==> config.mk <==
export PLATFORM = sky130hd
export DESIGN_NAME = pipelined_adder
export DESIGN_NICKNAME = d
export VERILOG_FILES = /design/src/rtl/adder_pkg.sv /design/src/rtl/adder_stage.sv /design/src/rtl/pipelined_adder.sv
export SDC_FILE = /design/constraint.sdc
export NUM_CORES = 1
export LEC_CHECK = 0
export CAP_MARGIN = 20
export CORE_MARGIN = 2
export CORE_UTILIZATION = 56
export CTS_CLUSTER_SIZE = 25
export DETAILED_ROUTE_END_ITERATION = 8
export PLACE_DENSITY = 0.85
export RECOVER_POWER = 25
export SETUP_SLACK_MARGIN = 0.5
export SKIP_CTS_REPAIR_TIMING = 1
export SYNTH_ARGS = -nofsm -noshare
export SYNTH_HDL_FRONTEND = slang
export SYNTH_SLANG_ARGS = --single-unit
==> constraint.sdc <==
create_clock -name clk -period 2.24 [get_ports clk]
set_input_delay 0.448 -clock clk [delete_from_list [all_inputs] [get_ports clk]]
set_output_delay 0.448 -clock clk [all_outputs]
set_load 0.1 [all_outputs]
==> src/rtl/adder_pkg.sv <==
// Shared definitions for the pipelined adder: op encodings, the op field
// width, and helpers for stage count and operand preparation.
package adder_pkg;

    localparam int OP_W = 2;

    localparam logic [OP_W-1:0] OP_ADD = 2'd0;
    localparam logic [OP_W-1:0] OP_SUB = 2'd1;
    localparam logic [OP_W-1:0] OP_ADC = 2'd2;
    localparam logic [OP_W-1:0] OP_SBC = 2'd3;

    // Number of CHUNK-bit slices; guarded so a bad CHUNK never divides by zero
    // before the elaboration check in the top level can report it.
    function automatic int num_stages(input int width, input int chunk);
        return (chunk < 1) ? 1 : width / chunk;
    endfunction

    // Subtraction is A + ~B + c0, so the B operand is inverted for SUB/SBC.
    function automatic logic op_inverts_b(input logic [OP_W-1:0] op);
        return (op == OP_SUB) || (op == OP_SBC);
    endfunction

    // Carry into bit 0. For SBC, cin=1 means "no borrow pending".
    function automatic logic op_carry_in(input logic [OP_W-1:0] op, input logic cin);
        logic c;
        case (op)
            OP_ADD:  c = 1'b0;
            OP_SUB:  c = 1'b1;
            default: c = cin;
        endcase
        return c;
    endfunction

endpackage

==> src/rtl/adder_stage.sv <==
// One CHUNK-bit slice of the ripple pipeline: adds its operand slice with the
// incoming carry and registers sum, carry-out and a running "all result bits
// so far are zero" flag. Everything holds when en is low.
module adder_stage
    import adder_pkg::*;
#(
    parameter int CHUNK = 4
)
(
    input  logic             clk,
    input  logic             reset_n,
    input  logic             en,
    input  logic [CHUNK-1:0] a,
    input  logic [CHUNK-1:0] b,
    input  logic             c_in,
    input  logic             z_in,
    output logic [CHUNK-1:0] sum,
    output logic             c_out,
    output logic             z_out
);

    logic [CHUNK:0] total;

    assign total = {1'b0, a} + {1'b0, b} + {{CHUNK{1'b0}}, c_in};

    // Stage register: load the slice result when the pipeline advances.
    always_ff @(posedge clk) begin
        if (!reset_n) begin
            sum   <= '0;
            c_out <= 1'b0;
            z_out <= 1'b0;
        end else if (en) begin
            sum   <= total[CHUNK-1:0];
            c_out <= total[CHUNK];
            z_out <= z_in && (total[CHUNK-1:0] == '0);
        end
    end

endmodule

==> src/rtl/pipelined_adder.sv <==
// Pipelined adder/subtractor with ALU flags. An input register captures the
// prepared operands; then one adder_stage per CHUNK-bit slice ripples the
// carry, so a beat emerges STAGES cycles after acceptance. Each stage carries
// only the operand bits still to be consumed and the result bits already
// produced. A single global stall freezes every register, bubbles included.
module pipelined_adder
    import adder_pkg::*;
#(
    parameter int WIDTH = 16,
    parameter int CHUNK = 4
)
(
    input  logic             clk,
    input  logic             reset_n,
    input  logic             in_valid,
    output logic             in_ready,
    input  logic [WIDTH-1:0] in0,
    input  logic [WIDTH-1:0] in1,
    input  logic [OP_W-1:0]  op,
    input  logic             cin,
    output logic             out_valid,
    input  logic             out_ready,
    output logic [WIDTH-1:0] out,
    output logic             carry,
    output logic             overflow,
    output logic             zero,
    output logic             negative
);

    localparam int STAGES = num_stages(WIDTH, CHUNK);

    if ((CHUNK < 1) || (WIDTH < 1) || ((WIDTH % ((CHUNK < 1) ? 1 : CHUNK)) != 0)) begin : g_bad_params
        $fatal(1, "pipelined_adder: WIDTH must be a non-zero multiple of a non-zero CHUNK");
    end

    logic             stall;
    logic             adv;
    logic             accept;
    logic             v_r;
    logic             c0_r;
    logic [WIDTH-1:0] a_r;
    logic [WIDTH-1:0] b_r;
    logic             sign_a;
    logic             sign_b;

    assign stall    = out_valid && !out_ready;
    assign adv      = !stall;
    assign in_ready = !stall;
    assign accept   = in_valid && in_ready;

    // Input register: prepare B' and c0 once, at acceptance.
    always_ff @(posedge clk) begin
        if (!reset_n) begin
            v_r  <= 1'b0;
            c0_r <= 1'b0;
            a_r  <= '0;
            b_r  <= '0;
        end else if (adv) begin
            v_r <= accept;
            if (accept) begin
                a_r  <= in0;
                b_r  <= op_inverts_b(op) ? ~in1 : in1;
                c0_r <= op_carry_in(op, cin);
            end
        end
    end

    for (genvar k = 0; k < STAGES; k++) begin : g_st
        localparam int REM = WIDTH - k * CHUNK;

        logic [REM-1:0]         a_cur;
        logic [REM-1:0]         b_cur;
        logic                   c_in;
        logic                   z_in;
        logic                   v_q;
        logic [CHUNK-1:0]       sum;
        logic                   c_out;
        logic                   z_out;
        logic [(k+1)*CHUNK-1:0] res;

        if (k == 0) begin : g_first
            assign a_cur = a_r;
            assign b_cur = b_r;
            assign c_in  = c0_r;
            assign z_in  = 1'b1;
            assign res   = sum;

            // Stage valid bit follows the input register.
            always_ff @(posedge clk) begin
                if (!reset_n) begin
                    v_q <= 1'b0;
                end else if (adv) begin
                    v_q <= v_r;
                end
            end
        end else begin : g_next
            logic [k*CHUNK-1:0] lo;

            assign c_in = g_st[k-1].c_out;
            assign z_in = g_st[k-1].z_out;
            assign res  = {sum, lo};

            // Pass unconsumed operand bits and finished low result bits down.
            always_ff @(posedge clk) begin
                if (!reset_n) begin
                    v_q   <= 1'b0;
                    a_cur <= '0;
                    b_cur <= '0;
                    lo    <= '0;
                end else if (adv) begin
                    v_q   <= g_st[k-1].v_q;
                    a_cur <= g_st[k-1].a_cur[REM+CHUNK-1:CHUNK];
                    b_cur <= g_st[k-1].b_cur[REM+CHUNK-1:CHUNK];
                    lo    <= g_st[k-1].res;
                end
            end
        end

        adder_stage #(.CHUNK(CHUNK)) u_stage (
            .clk     (clk),
            .reset_n (reset_n),
            .en      (adv),
            .a       (a_cur[CHUNK-1:0]),
            .b       (b_cur[CHUNK-1:0]),
            .c_in    (c_in),
            .z_in    (z_in),
            .sum     (sum),
            .c_out   (c_out),
            .z_out   (z_out)
        );
    end

    // Operand signs at the top slice, kept alongside the final sum so that
    // overflow (same-sign operands, different-sign result) stays aligned.
    always_ff @(posedge clk) begin
        if (!reset_n) begin
            sign_a <= 1'b0;
            sign_b <= 1'b0;
        end else if (adv) begin
            sign_a <= g_st[STAGES-1].a_cur[CHUNK-1];
            sign_b <= g_st[STAGES-1].b_cur[CHUNK-1];
        end
    end

    assign out_valid = g_st[STAGES-1].v_q;
    assign out       = g_st[STAGES-1].res;
    assign carry     = g_st[STAGES-1].c_out;
    assign zero      = g_st[STAGES-1].z_out;
    assign negative  = out[WIDTH-1];
    assign overflow  = (sign_a == sign_b) && (out[WIDTH-1] != sign_a);

endmodule

==> metrics <==
run status finished clean; Via density roughly 5.3; antenna cells 0; vias post-DR roughly 4400; Slew headroom about 36%; Top delay family on crit path adder cells; nets@finish 743; GPL Wtd Cong about 0.83; First-pass DRT Iterations 4; worst path cell trace inv_1 -> fa_2 -> fa_1 -> xor2_2 -> o21ai_0 -> and2_1; IO Count 61; synth cell count leaders nand2_1 (228), dfxtp_1 (136), a21boi_0 (95), o211a_1 (23), xnor2_1 (22); Crit Reg-Reg Startpoint g_st[1].a_cur[0]; Fin. Hold Viols 0; final hold slack around 0.45 ns; Setup TNS 0 ns; Post-Route WL approximately 12000 um; top-count cell post-synth nand2_1; Max Freq roughly 540 MHz; CTS Buffer Depth 2; I/O Buffers 60; register area share after synthesis roughly 48%; detailed-route wire length per cell roughly 14 um; Clock Skews between 0.007 and 0.008 ns; Mapped Nets 700; crit path DAT approximately 2.3 ns; min-delay worst type in2reg; Netlist cell types 33; Row Count 36; global-route wire length before repair 19100 um; Crit. Startpoint g_st[1].a_cur[0]; Core Region 0.00982 mm^2; Worst VDD drop 0.412 mV; final worst path period need around 1.9 ns; Top FF cell, synth dfxtp_1; Worst-Skew Late Latency 0.52 ns; Num CTS Buffers 17; Synth Instances about 640; Die Span Y between 100 and 150 um; largest net degree at the start of global routing about 140; GR Overflow Total 0; PD cells ~850 mW/mm^2; Critical Path Max Stage Delay approximately 0.46 ns; hold wc startpoint reset_n; synth warn 0; area of placed instances 0.00630 mm^2; dpl hpwl 7180 um; fin util 71.4%; 1st-iter DRT viols ~250; Die W approximately 100 um; RSZ-0062 raised after global routing yes; syn_area_per_cell around 8.9 um^2; leading area contributor after synthesis dfxtp_1; Detail Route Antenna Nets 0; Total GRT Usage a little over a fifth; leakage power around 2.9 nW; worst slew pin tran a little under 1 ns; Final setup viols 0; clock root buffer clkbuf_8; CP required roughly 2.7 ns; period utilization a little over four fifths; fin. max-slew vios 0; CTS H-tree lvls 4; crit path capture type flip-flop; Total Power between 0.005 and 0.006 W; Setup crit start kind flip-flop; initial antenna violation count 0; CTS Sinks roughly 140; CTS tree done; max-cap violation count 0; Post-synth EDFFs 0; Setup CP Type reg2reg; area fraction of the dominant cell type after synthesis a little under half; post-route cell area 0.00701 mm^2; ys async rst share 0%; Yosys reg bits ~140; Die ar. about 0.011 mm^2; slowest CP cell fa_1; Post-Syn Area ~0.0057 mm^2; share of cells above drive strength 1 around 14%; synth-to-layout area growth 22.9%; DRC 0; crit-path max FO 2; Starting Density between 50% and 60%; leading post-synthesis cells by cell area dfxtp_1 (48%), nand2_1 (15%), a21boi_0 (13%), o211a_1 (4.0%), xnor2_1 (3.4%); Clock Pin Slew Worst Setup and Hold Paths 0.06 ns; vias in the first global route around 4200; buffer and inverter count on the worst path 1
[cells in the final DEF (no fill, tap or decap), types with 5 or more instances in the layout]
master	instances
nand2_1	227
dfxtp_1	128
a21boi_0	95
clkdlybuf4s50_1	37
buf_4	25
o211a_1	23
xnor2_1	19
clkbuf_16	16
ha_1	12
a21oi_1	10
o21ai_0	9
fa_2	7
dfxtp_2	7
inv_1	6
a21o_1	5
clkbuf_8	5
buf_12	5
[worst reg2reg max path: cells and delay by family, from the launching register on]
family	cells	cell delay [ns]
AOI/OAI and AO/OA	1	0.10
xor gates and xnor gates	1	0.24
adders and majority gates	2	0.84
buffers and inverters	1	0.06
DFF	1	0.34
and+or+nand+nor	1	0.19
[through the flow]
step / setup slack (ns) / cells
after floorplan: 0.561 / 641
after global placement: 0.292 / 795
after detailed placement: 0.220 / 795
after CTS: 0.293 / 827
after global routing: 0.265 / 830
final: 0.373 / 830
[path summary, 6_finish.rpt]
| path | end | slack [ns] | depth (start not counted) |
|---|---|---|---|
| min reg2reg | a_r[15] | 0.46 | 2 |
| max reg2reg | g_st[1].u_stage.sum[2] | 0.37 | 6 |
| min | out_valid | 0.45 | 3 |
| max | g_st[1].u_stage.sum[2] | 0.37 | 6 |
[registers in the layout (all words and copies together) (netlist names), 3 cells and up]
name	flops
g_st.u_stage.z_out	4
g_st.v_q	3
g_st.g_next.lo	24
a_r	16
g_st.u_stage.c_out	4
g_st.a_cur	24
g_st.u_stage.sum	16
g_st.b_cur	24
b_r	16
[logic make-up after synthesis]
| family | Yosys count | synth area share, % |
|---|---|---|
| xor+xnor | 24 | 3.69 |
| buf+inv | 57 | 5.14 |
| simple gates | 248 | 17.1 |
| flops | 136 | 47.8 |
| mux | 1 | 0.176 |
| compound gates | 155 | 20.7 |
| fa+ha+maj | 20 | 5.44 |
[routing by layer]
layer  vias up  global-route usage, %  share of wire, %
li1       2203                      -                 -
met1      2076                   26.1                42
met2       117                   36.3                52
met3        13                   6.18               5.1
met4         0                   6.67               1.1
met5         -                      0                 0
[area by class of cell]
| class | instances | area, um^2 |
|---|---|---|
| tap | 133 | 166 |
| sequential | 136 | 2740 |
| clock buffer | 22 | 473 |
| fill | 720 | 2810 |
| clock inverter | 10 | 141 |
| timing repair buffer | 71 | 689 |
| multi-input combinational | 448 | 2760 |
| inverter | 10 | 42.5 |
[where the power goes]
part | internal, W | switching [W] | total [W]
logic | 0.000244 | 0.000272 | 0.000515
registers | 0.00253 | 0.0000653 | 0.00260
clock network | 0.00182 | 0.00101 | 0.00282
No activity file was read; power rests on OpenSTA's default activity.
